<file path="config.mk">
export PLATFORM = sky130hd
export DESIGN_NAME = mem_ctrl
export DESIGN_NICKNAME = d
export VERILOG_FILES = /design/src/rtl/mem_ctrl_pkg.sv /design/src/rtl/mem_ctrl.sv
export SDC_FILE = /design/constraint.sdc
export NUM_CORES = 1
export LEC_CHECK = 0
export CAP_MARGIN = 10
export CORE_MARGIN = 2
export CORE_UTILIZATION = 35
export CTS_CLUSTER_DIAMETER = 150
export DETAILED_ROUTE_END_ITERATION = 7
export REMOVE_ABC_BUFFERS = 1
export SLEW_MARGIN = 15
export SYNTH_ARGS = -nofsm -noshare
export SYNTH_HDL_FRONTEND = slang
export SYNTH_SLANG_ARGS = --single-unit
</file>
<file path="constraint.sdc">
create_clock -name clk -period 2.5 [get_ports clk]
set_input_delay 0.375 -clock clk [delete_from_list [all_inputs] [get_ports clk]]
set_output_delay 0.375 -clock clk [all_outputs]
set_load 0.02 [all_outputs]
</file>
<file path="src/rtl/mem_ctrl_pkg.sv">
// Shared constants, size encodings and sequencer state codes for mem_ctrl.
package mem_ctrl_pkg;

    localparam int unsigned DEF_ADDR_LEN = 32;
    localparam int unsigned DEF_DATA_LEN = 32;
    localparam int unsigned CNT_W        = 3;

    localparam logic [31:0] DEF_IO_ADDR_BASE = 32'h0003_0000;
    localparam int unsigned IO_WINDOW_BYTES  = 8;

    localparam logic TRUE  = 1'b1;
    localparam logic FALSE = 1'b0;

    localparam logic [1:0] SIZE_B = 2'd0;
    localparam logic [1:0] SIZE_H = 2'd1;
    localparam logic [1:0] SIZE_W = 2'd2;

    typedef enum logic [1:0] {
        STATUS_IDLE  = 2'd0,
        STATUS_READ  = 2'd1,
        STATUS_WRITE = 2'd2,
        STATUS_DONE  = 2'd3
    } status_e;

    // Byte count of an access; the reserved encoding is treated as a word.
    function automatic logic [CNT_W-1:0] size_to_len(input logic [1:0] size);
        logic [CNT_W-1:0] len;
        case (size)
            SIZE_B:  len = CNT_W'(1);
            SIZE_H:  len = CNT_W'(2);
            SIZE_W:  len = CNT_W'(4);
            default: len = CNT_W'(4);
        endcase
        return len;
    endfunction

    function automatic logic [7:0] get_byte(input logic [31:0] word, input logic [1:0] idx);
        logic [7:0] b;
        case (idx)
            2'd0:    b = word[7:0];
            2'd1:    b = word[15:8];
            2'd2:    b = word[23:16];
            default: b = word[31:24];
        endcase
        return b;
    endfunction

endpackage

</file>
<file path="src/rtl/mem_ctrl.sv">
// Memory controller: latches IF/LSB requests and serialises them onto a byte-wide RAM.
// Optional MEM_CTRL_IO_STALL_EN holds IO-window stores in IDLE while io_buffer_full is high.
module mem_ctrl
    import mem_ctrl_pkg::*;
#(
    parameter int unsigned           ADDR_LEN     = DEF_ADDR_LEN,
    parameter int unsigned           DATA_LEN     = DEF_DATA_LEN,
    parameter logic [ADDR_LEN-1:0]   IO_ADDR_BASE = ADDR_LEN'(DEF_IO_ADDR_BASE)
) (
    input  logic                clk,
    input  logic                rst,
    input  logic                rdy,
    input  logic                ena_from_if,
    input  logic [ADDR_LEN-1:0] pc_from_if,
    input  logic                drop_flag_from_if,
    output logic                ok_flag_to_if,
    output logic [DATA_LEN-1:0] inst_to_if,
    input  logic                ena_from_lsb,
    input  logic                wr_from_lsb,
    input  logic [ADDR_LEN-1:0] addr_from_lsb,
    input  logic [1:0]          size_from_lsb,
    input  logic [DATA_LEN-1:0] data_from_lsb,
    input  logic                rollback_from_rob,
    output logic                ok_flag_to_lsb,
    output logic [DATA_LEN-1:0] data_to_lsb,
    input  logic [7:0]          mem_din,
    output logic [7:0]          mem_dout,
    output logic [ADDR_LEN-1:0] mem_a,
    output logic                mem_wr,
    input  logic                io_buffer_full
);

    logic                r_if_pend;
    logic [ADDR_LEN-1:0] r_if_addr;
    logic                r_lsb_pend;
    logic                r_lsb_wr;
    logic [ADDR_LEN-1:0] r_lsb_addr;
    logic [1:0]          r_lsb_size;
    logic [DATA_LEN-1:0] r_lsb_data;

    status_e             r_state, w_state_nx;
    logic [CNT_W-1:0]    r_cnt, w_cnt_nx;
    logic [CNT_W-1:0]    r_len, w_len_nx;
    logic [ADDR_LEN-1:0] r_op_addr, w_op_addr_nx;
    logic [DATA_LEN-1:0] r_op_data, w_op_data_nx;
    logic                r_op_is_if, w_op_is_if_nx;
    logic [23:0]         r_buf, w_buf_nx;

    logic                w_ok_if_nx, w_ok_lsb_nx, w_mem_wr_nx;
    logic [DATA_LEN-1:0] w_inst_nx, w_data_lsb_nx;
    logic [ADDR_LEN-1:0] w_mem_a_nx;
    logic [7:0]          w_mem_dout_nx;
    logic                w_start_if, w_start_lsb;

    logic                w_if_in, w_if_req;
    logic [ADDR_LEN-1:0] w_if_addr_eff;
    logic                w_lsb_in, w_lsb_keep, w_lsb_req;
    logic                w_lsb_wr_eff;
    logic [ADDR_LEN-1:0] w_lsb_addr_eff;
    logic [1:0]          w_lsb_size_eff;
    logic [DATA_LEN-1:0] w_lsb_data_eff;
    logic                w_in_io, w_io_stall, w_abort;
    logic [DATA_LEN-1:0] w_word;

    // A request arriving this cycle is visible to IDLE arbitration immediately.
    assign w_if_in       = ena_from_if & ~drop_flag_from_if;
    assign w_if_req      = (r_if_pend | ena_from_if) & ~drop_flag_from_if;
    assign w_if_addr_eff = w_if_in ? pc_from_if : r_if_addr;

    // Rollback kills loads only; stores always survive.
    assign w_lsb_in       = ena_from_lsb & ~(rollback_from_rob & ~wr_from_lsb);
    assign w_lsb_keep     = r_lsb_pend & ~(rollback_from_rob & ~r_lsb_wr);
    assign w_lsb_req      = w_lsb_keep | w_lsb_in;
    assign w_lsb_wr_eff   = w_lsb_in ? wr_from_lsb   : r_lsb_wr;
    assign w_lsb_addr_eff = w_lsb_in ? addr_from_lsb : r_lsb_addr;
    assign w_lsb_size_eff = w_lsb_in ? size_from_lsb : r_lsb_size;
    assign w_lsb_data_eff = w_lsb_in ? data_from_lsb : r_lsb_data;

    assign w_in_io = (w_lsb_addr_eff - IO_ADDR_BASE) < ADDR_LEN'(IO_WINDOW_BYTES);

`ifdef MEM_CTRL_IO_STALL_EN
    assign w_io_stall = w_lsb_wr_eff & w_in_io & io_buffer_full;
`else
    logic w_unused_io;
    assign w_io_stall  = FALSE;
    assign w_unused_io = io_buffer_full ^ w_in_io;
`endif

    assign w_abort = r_op_is_if ? drop_flag_from_if : rollback_from_rob;

    // Final byte comes straight off mem_din in the completion cycle.
    always_comb begin
        case (r_len)
            CNT_W'(1): w_word = DATA_LEN'({24'h0, mem_din});
            CNT_W'(2): w_word = DATA_LEN'({16'h0, mem_din, r_buf[7:0]});
            default:   w_word = DATA_LEN'({mem_din, r_buf});
        endcase
    end

    // Arbitration and byte sequencing.
    always_comb begin
        w_state_nx    = r_state;
        w_cnt_nx      = r_cnt;
        w_len_nx      = r_len;
        w_op_addr_nx  = r_op_addr;
        w_op_data_nx  = r_op_data;
        w_op_is_if_nx = r_op_is_if;
        w_buf_nx      = r_buf;
        w_ok_if_nx    = FALSE;
        w_ok_lsb_nx   = FALSE;
        w_mem_wr_nx   = FALSE;
        w_inst_nx     = inst_to_if;
        w_data_lsb_nx = data_to_lsb;
        w_mem_a_nx    = mem_a;
        w_mem_dout_nx = mem_dout;
        w_start_if    = FALSE;
        w_start_lsb   = FALSE;

        case (r_state)
            STATUS_IDLE: begin
                if (w_lsb_req) begin
                    if (!w_io_stall) begin
                        w_start_lsb   = TRUE;
                        w_state_nx    = w_lsb_wr_eff ? STATUS_WRITE : STATUS_READ;
                        w_op_is_if_nx = FALSE;
                        w_op_addr_nx  = w_lsb_addr_eff;
                        w_op_data_nx  = w_lsb_data_eff;
                        w_len_nx      = size_to_len(w_lsb_size_eff);
                        w_cnt_nx      = CNT_W'(1);
                        w_mem_a_nx    = w_lsb_addr_eff;
                        w_mem_wr_nx   = w_lsb_wr_eff;
                        if (w_lsb_wr_eff) begin
                            w_mem_dout_nx = get_byte(32'(w_lsb_data_eff), 2'd0);
                        end
                    end
                end else if (w_if_req) begin
                    w_start_if    = TRUE;
                    w_state_nx    = STATUS_READ;
                    w_op_is_if_nx = TRUE;
                    w_op_addr_nx  = w_if_addr_eff;
                    w_len_nx      = CNT_W'(4);
                    w_cnt_nx      = CNT_W'(1);
                    w_mem_a_nx    = w_if_addr_eff;
                end
            end
            STATUS_READ: begin
                if (w_abort) begin
                    w_state_nx = STATUS_IDLE;
                end else if (r_cnt == (r_len + CNT_W'(1))) begin
                    w_state_nx = STATUS_DONE;
                    if (r_op_is_if) begin
                        w_ok_if_nx = TRUE;
                        w_inst_nx  = w_word;
                    end else begin
                        w_ok_lsb_nx   = TRUE;
                        w_data_lsb_nx = w_word;
                    end
                end else begin
                    if (r_cnt < r_len) begin
                        w_mem_a_nx = r_op_addr + ADDR_LEN'(r_cnt);
                    end
                    if (r_cnt >= CNT_W'(2)) begin
                        case (2'(r_cnt - CNT_W'(2)))
                            2'd0:    w_buf_nx[7:0]   = mem_din;
                            2'd1:    w_buf_nx[15:8]  = mem_din;
                            2'd2:    w_buf_nx[23:16] = mem_din;
                            default: w_buf_nx        = r_buf;
                        endcase
                    end
                    w_cnt_nx = r_cnt + CNT_W'(1);
                end
            end
            STATUS_WRITE: begin
                if (r_cnt < r_len) begin
                    w_mem_wr_nx   = TRUE;
                    w_mem_a_nx    = r_op_addr + ADDR_LEN'(r_cnt);
                    w_mem_dout_nx = get_byte(32'(r_op_data), r_cnt[1:0]);
                    w_cnt_nx      = r_cnt + CNT_W'(1);
                end else begin
                    w_ok_lsb_nx = TRUE;
                    w_state_nx  = STATUS_DONE;
                end
            end
            STATUS_DONE: begin
                w_state_nx = STATUS_IDLE;
            end
            default: begin
                w_state_nx = STATUS_IDLE;
            end
        endcase
    end

    always_ff @(posedge clk) begin
        if (rst) begin
            r_state        <= STATUS_IDLE;
            r_cnt          <= '0;
            r_len          <= '0;
            r_op_addr      <= '0;
            r_op_data      <= '0;
            r_op_is_if     <= FALSE;
            r_buf          <= '0;
            r_if_pend      <= FALSE;
            r_if_addr      <= '0;
            r_lsb_pend     <= FALSE;
            r_lsb_wr       <= FALSE;
            r_lsb_addr     <= '0;
            r_lsb_size     <= '0;
            r_lsb_data     <= '0;
            ok_flag_to_if  <= FALSE;
            ok_flag_to_lsb <= FALSE;
            inst_to_if     <= '0;
            data_to_lsb    <= '0;
            mem_a          <= '0;
            mem_dout       <= '0;
            mem_wr         <= FALSE;
        end else if (rdy) begin
            r_state        <= w_state_nx;
            r_cnt          <= w_cnt_nx;
            r_len          <= w_len_nx;
            r_op_addr      <= w_op_addr_nx;
            r_op_data      <= w_op_data_nx;
            r_op_is_if     <= w_op_is_if_nx;
            r_buf          <= w_buf_nx;
            r_if_pend      <= w_if_req & ~w_start_if;
            r_lsb_pend     <= w_lsb_req & ~w_start_lsb;
            if (w_if_in) begin
                r_if_addr <= pc_from_if;
            end
            if (w_lsb_in) begin
                r_lsb_wr   <= wr_from_lsb;
                r_lsb_addr <= addr_from_lsb;
                r_lsb_size <= size_from_lsb;
                r_lsb_data <= data_from_lsb;
            end
            ok_flag_to_if  <= w_ok_if_nx;
            ok_flag_to_lsb <= w_ok_lsb_nx;
            inst_to_if     <= w_inst_nx;
            data_to_lsb    <= w_data_lsb_nx;
            mem_a          <= w_mem_a_nx;
            mem_dout       <= w_mem_dout_nx;
            mem_wr         <= w_mem_wr_nx;
        end
    end

endmodule
</file>
==> metrics.md, run 1 <==
| Metric | Value |
|---|---|
| Status | completed |
| Drt total wl | 42.64 mm |
| FP Rows | 72 |
| Fin crit share | between 90 and 100% |
| Max-cap violation count | 0 |
| Top FF cell, synth | dfxtp_1 |
| DRC | 0 |
| RSZ-0062 raised after global routing | false |
| Crit start category | flop |
| Starting DRT DRC Count | about 1000 |
| Mean post-synth cell area | between 7 and 8 um2 |
| DP Area | about 17000 um2 |
| RePlAce Congestion | ~0.81 |
| First-pass detailed-route iteration total | 7 |
| Final hold vios | 0 |
| Post-CTS Hold Buffers | 0 |
| HPWL after DPL | between 20 and 30 mm |
| Synthesized area | 13750 um2 |
| Leakage Power | approximately 6.7 nW |
| Maximum vdd drop | between 0.5 and 0.6 mV |
| Worst Hold Endpoint | mem_a[16] |
| Final nets | between 2000 and 2500 |
| Clock buffer depth | 3 |
| CP endpoint kind | flop |
| Slew margin rel. | slightly above 60% |
| Most frequent cells in the layout | 406 x nand2_1, 305 x dfxtp_1, 219 x clkdlybuf4s50_1 |
| Sequential fraction of the synthesis area | between 40% and 50% |
| Vias in the first global route | 12300 |
| DIE HEIGHT | roughly 200 um |
| All-layer global routing usage | approximately 20% |
| Number of synthesized register bits | between 300 and 400 |
| Async set or reset register ratio after synthesis | 0% |
| Layout cells sized above 1 | under 10% |
| CP cell instances | inv_1 -> ha_1 -> nor2b_1 -> o21a_1 -> o21ai_0 -> nand4b_1 -> buf_4 -> mux2_2 -> nor2_1 |
| Clock root cell | clkbuf_16 |
| H-Tree Depth | 2 |
| Clk pwr share | 42.5% |
| Clk Latency, worst-skew pair | 0.53 ns |
| IO buf count | 220 |
| DP Worst Slack | -0.02551 ns |
| Clock skew | between 0.015 and 0.02 ns |
| Worst EP required | between 2 and 3 ns |
| Crit Path Class | flop to flop |
| R2R setup slack | approximately 0.18 ns |
| Total power | 12.90 mW |
| Net Sw Frac | between 20 and 30% |
| Worst slew pin tran | roughly 0.57 ns |
| EDFF count, synth | 0 |
| Min-delay src | rst |
| Vias | roughly 13000 |
| Crit Path Max Fanout | 4 |
| Total gr overflow | 0 |
| CP arrival | about 2.8 ns |
| Worst path slowest cell | o21ai_0 |
| Clk sinks | about 300 |
| Worst hold path depth | 2 |
| Pwr Density | 708.2 nW/um2 |
| Starting density of the core | between 30% and 40% |
| Comb pwr share | between 15 and 20% |
| Yosys warns | 0 |
| Min Hold Slack | about 0.21 ns |
| Largest net degree at the start of global routing | around 90 |
| R2R cell count | 9 |
| Core area | around 39000 um2 |
| Avg WL per Cell | around 17 um |
| Switching power | 3.493 mW |
| Final ANT Viol Nets | 0 |
| Initial antenna violation count | 10 |
| Num CTS Buffers | 37 |
| Slowest cell delay on critical path | 0.43 ns |
| Width of the die | just over 200 um |
| Clk slew on worst S/H paths | 0.06 ns |
| Area grow syn2layout | 32.48% |
| Post-route cell area | between 15000 and 20000 um2 |
| Distinct cell type count after synthesis | between 50 and 60 |
| # setup viols final | 0 |
| Max Fclk | between 400 and 500 MHz |
| Reg2reg end | r_cnt[1] |
| Via-to-Cell Ratio | 5.175 |
| Minimum clock period | around 2.3 ns |
| Final worst setup slack | between 0.15 and 0.2 ns |
| Post-Synthesis Cells | about 1700 |
| Most common cell after layout, fill and taps aside | nand2_1 |
| Max Slew Vio Count | 0 |
| Die area | approximately 40000 um2 |
| FF-to-FF Start | r_len[1] |
| Sequential power share | 41.2% |
| CTS tree | done |
| Hold Crit Class | primary input to flop |
| First-pass GRT wire length | 67.63 mm |
| IO Pins | about 220 |
| Internal power | ~9.4 mW |
[state kept, by name (all words and copies together) (netlist names), 3 cells and up]
| register | cells |
|---|---|
| mem_dout | 8 |
| r_lsb_addr | 32 |
| mem_a | 32 |
| inst_to_if | 32 |
| r_op_addr | 32 |
| data_to_lsb | 32 |
| r_lsb_data | 32 |
| r_cnt | 3 |
| r_buf | 24 |
| r_op_data | 32 |
| r_if_addr | 32 |
| r_len | 3 |
[worst max-delay path by stage]
stage	from	slack, ns	depth (start not counted)	to
2_1_floorplan	drop_flag_from_if	-1.59	4	r_if_addr[0]
5_1_grt	r_cnt[0]	0.009	9	inst_to_if[26]
3_3_place_gp	wr_from_lsb	0.02	8	mem_a[3]
4_1_cts	r_len[0]	0.05	9	mem_a[23]
6_report	r_len[1]	0.18	9	r_cnt[1]
3_5_place_dp	wr_from_lsb	-0.03	8	mem_a[23]
[power by group through the flow]
stage          Combinational [mW]  Sequential, mW  Clock (mW)
4_1_cts                      2.11            5.32        5.60
3_3_place_gp                 2.07            5.42           0
5_1_grt                      2.29            5.35        5.80
3_5_place_dp                 2.10            5.42           0
6_report                     2.10            5.32        5.48
2_1_floorplan                1.02            5.46           0
[Yosys cell counts (all sizes together), types with 3 or more instances]
cell	count	area, um2
mux2	5	56.30
nand3	47	240.2
o2bb2ai	10	87.58
nor4	4	37.53
and2	4	25.02
a311oi	28	245.2
and3	4	25.02
a211oi	53	397.9
o21ai	74	370.4
nand4b	3	26.28
buf	32	168.9
mux2i	67	670.6
nor2	173	651.9
dfxtp	305	6106
xnor2	24	210.2
nand2b	4	25.02
nand3b	43	322.8
a22oi	18	140.1
nor2b	29	181.4
nor3	34	186.4
nand4	16	100.1
a222oi	8	80.08
a221o	3	30.03
nand2	408	1531
o211ai	20	150.1
ha	17	212.7
inv	13	48.80
a21oi	148	744.5
nor3b	4	35.03
xor2	4	35.03
clkbuf	104	390.4
[what timing repair did]
action | CTS | global route
setup buffers | 0 | 0
endpoints found under the setup margin | 0 | 22
resized for setup | 0 | 2
[cell families (layout without fill, tap and decap cells)]
group / count (synthesis) / after routing / synth area share (%)
AO/OA/AOI/OAI: 376 / 376 / 17.19
XOR/XNOR: 29 / 29 / 1.956
adder cells (fa/ha/maj): 18 / 18 / 1.692
buffers and inverters: 149 / 374 / 4.421
flip-flops: 305 / 305 / 44.40
multiplexers: 72 / 72 / 5.286
other: 0 / 5 / 0
AND/OR/NAND/NOR: 780 / 780 / 25.05
[through the flow]
| stage | utilization (%) | instances | setup TNS, ns |
|---|---|---|---|
| 6_report | 47.03 | 2477 | 0 |
| 5_1_grt | 47.02 | 2475 | 0 |
| 4_1_cts | 46.99 | 2472 | 0 |
| 3_5_place_dp | 43.78 | 2407 | -0.04137 |
| 3_3_place_gp | 43.78 | 2407 | 0 |
| 2_1_floorplan | - | 1593 | -200.81 |
[critical path: cells and delay by family (launching register included)]
kind,cells,cell delay [ns]
adders and majority gates,1,0.26
AOI/OAI and AO/OA,2,0.61
DFF,1,0.39
and+or+nand+nor,3,0.46
muxes,1,0.26
buffers and inverters,2,0.28
[routing by layer]
| layer | routed length [um] | up-vias | part of all wire, % | GRT usage, % |
|---|---|---|---|---|
| li1 | - | 6374 | - | - |
| met1 | 19150 | 6011 | 45 | 27.15 |
| met2 | 19420 | 355 | 46 | 33.21 |
| met3 | 2819 | 73 | 6.6 | 3.966 |
| met4 | 1217 | 6 | 2.9 | 7.221 |
| met5 | 37 | - | 0.087 | 0 |
[area by class of cell]
class                   instances  area, um2
diodes                          5      12.51
clock buffers                  53       1099
clock inverters                12      145.1
fillers                      3768      20520
inverters                      13      48.80
multi-input cells            1275       7096
flip-flops and latches        305       6106
well taps                     518      648.1
repair buffers                296       3065
No activity file was read; power rests on OpenSTA's default activity.
==> run 2, diff against run 1 <==
--- a/config.mk
+++ b/config.mk
@@ -7,9 +7,10 @@
 export LEC_CHECK = 0
 export CAP_MARGIN = 10
 export CORE_MARGIN = 2
-export CORE_UTILIZATION = 35
+export CORE_UTILIZATION = 54
 export CTS_CLUSTER_DIAMETER = 150
 export DETAILED_ROUTE_END_ITERATION = 7
+export PLACE_DENSITY = 0.8
 export REMOVE_ABC_BUFFERS = 1
 export SLEW_MARGIN = 15
 export SYNTH_ARGS = -nofsm -noshare
==> metrics.md, run 2 (synthesis gave the netlist of run 1 again) <==
| Metric | Value |
|---|---|
| Status | completed (unchanged) |
| DIE HEIGHT | 163.6 um (was 202.2 um) |
| Starting density of the core | 54.77% (was 35.50%) |
| Final worst setup slack | 0.1230 ns (was 0.1813 ns) |
| Drt total wl | 39.40 mm (was 42.64 mm) |
| Crit Path Class | flop to flop (unchanged) |
| Starting DRT DRC Count | 1480 (was 1003) |
| First-pass GRT wire length | 63.49 mm (was 67.63 mm) |
| Minimum clock period | 2.377 ns (was 2.319 ns) |
| Most frequent cells in the layout | 406 x nand2_1, 305 x dfxtp_1, 219 x clkdlybuf4s50_1 (unchanged) |
| RSZ-0062 raised after global routing | true (was false) |
| Num CTS Buffers | 34 (was 37) |
| CTS tree | done (unchanged) |
| Avg WL per Cell | 17.31 um (was 17.21 um) |
| Clock buffer depth | 3 (unchanged) |
| Clk Latency, worst-skew pair | 0.51 ns (was 0.53 ns) |
| # setup viols final | 0 (unchanged) |
| DP Worst Slack | 0.02804 ns (was -0.02551 ns) |
| FP Rows | 58 (was 72) |
| Max Slew Vio Count | 0 (unchanged) |
| Die area | 26760 um2 (was 40900 um2) |
| IO buf count | 220 (unchanged) |
| IO Pins | 222 (unchanged) |
| Max Fclk | 420.7 MHz (was 431.3 MHz) |
| Max-cap violation count | 0 (unchanged) |
| Final nets | 2055 (was 2061) |
| First-pass detailed-route iteration total | 6 (was 7) |
| Vias | 13250 (was 12820) |
| Final hold vios | 0 (unchanged) |
| Worst EP required | 2.87 ns (was 2.95 ns) |
| All-layer global routing usage | 28.95% (was 20.47%) |
| Slew margin rel. | 54.04% (was 62.04%) |
| Hold Crit Class | primary input to flop (unchanged) |
| CP arrival | 2.75 ns (was 2.77 ns) |
| H-Tree Depth | 2 (unchanged) |
| Maximum vdd drop | 0.6102 mV (was 0.5682 mV) |
| Leakage Power | 6.660 nW (was 6.731 nW) |
| Total power | 12.45 mW (was 12.90 mW) |
| Worst slew pin tran | 0.6881 ns (was 0.5688 ns) |
| RePlAce Congestion | 0.8780 (was 0.8097) |
| Crit start category | flop (unchanged) |
| Most common cell after layout, fill and taps aside | nand2_1 (unchanged) |
| Min Hold Slack | 0.3848 ns (was 0.2060 ns) |
| Fin crit share | 95.08% (was 92.75%) |
| Final-layout fill cell count | 1951 (was 3768) |
| Layout cells sized above 1 | 7.866% (was 8.291%) |
| Crit Path Max Fanout | 8 (was 4) |
| TNS Setup | 0 ns (unchanged) |
| Post-CTS Setup Bufs | 0 (unchanged) |
| Initial antenna violation count | 2 (was 10) |
| Core area | 25110 um2 (was 38740 um2) |
| Via-to-Cell Ratio | 5.822 (was 5.175) |
| Final ANT Viol Nets | 0 (unchanged) |
| Total gr overflow | 0 (unchanged) |
| Pwr Density | 698.0 nW/um2 (was 708.2 nW/um2) |
| Clock skew | 0.007119 ns (was 0.01628 ns) |
| Vias in the first global route | 12790 (was 12300) |
| HPWL after DPL | 26.20 mm (was 28.13 mm) |
| Area grow syn2layout | 29.69% (was 32.48%) |
| Clk sinks | 305 (unchanged) |
| Clk slew on worst S/H paths | 0.06 ns (about the same) |
| Width of the die | 163.6 um (was 202.2 um) |
| Clock root cell | clkbuf_16 (unchanged) |
| Largest net degree at the start of global routing | 93 (was 92) |
| CP endpoint kind | flop (unchanged) |
| DRC | 0 (unchanged) |
[run 2: changes by cell type in the layout (fill, tap and decap cells not counted), sizes merged]
cell and delta:
diode -4, buf -4, clkinv -1, clkinvlp +1, clkbuf -6, inv +1
[run 2: worst max-delay path: stages (launching register included)]
cell and delay, ns:
dfxtp_1 0.42, inv_1 0.08, ha_1 0.31, xnor2_1 0.24
nor3_4 0.10, nor3_1 0.36, nand2_1 0.40, mux2i_1 0.26
nor2_1 0.07
[run 2: cell type report]
| type | count | area (um2) | area share, % |
|---|---|---|---|
| clock inverters | 13 | 152.6 | 0.8558 |
| inverters | 13 | 48.80 | 0.2736 |
| multi-input cells | 1275 | 7092 | 39.76 |
| diodes | 1 | 2.502 | 0.01403 |
| well taps | 330 | 412.9 | 2.315 |
| flip-flops and latches | 305 | 6106 | 34.23 |
| repair buffers | 293 | 3054 | 17.12 |
| clock buffers | 46 | 967.2 | 5.423 |
[run 2: what timing repair did]
| item | in CTS | in global routing |
|---|---|---|
| hold buffers | 0 | 0 |
| endpoints found under the setup margin | 0 | 19 |
| gates resized for setup | 0 | 1 |
[run 2: worst paths after layout]
check,to,depth (start not counted),startpoint,slack [ns]
max reg2reg,r_buf[5],8,r_len[0],0.12
min reg2reg,r_if_addr[21],2,r_if_addr[21],0.45
min,r_op_addr[19],2,rst,0.38
max,r_buf[5],8,r_len[0],0.12
[run 2: routing by layer]
metal  vias up  track usage [%]  share of wire, %
met2       569            49.02                48
met5         -                0                 0
met3        99            4.139               7.5
met1      6237            37.49                42
li1       6345                -                 -
met4         0            10.89               3.0
[run 2: metrics by stage]
stage | cell area [um2] | cells | util [%]
CTS | 17830 | 2275 | 71.02
detailed placement | 16710 | 2216 | 66.56
floorplan | 13190 | 1593 | -
global route | 17840 | 2276 | 71.03
finish | 17840 | 2276 | 71.03
global placement | 16710 | 2216 | 66.56
[run 2: power breakdown]
part           switching (mW)  total (mW)  internal (mW)
clock                    2.00        5.03           3.03
combinational            1.17        2.09          0.925
sequential              0.204        5.33           5.12
total                    3.37        12.5           9.08
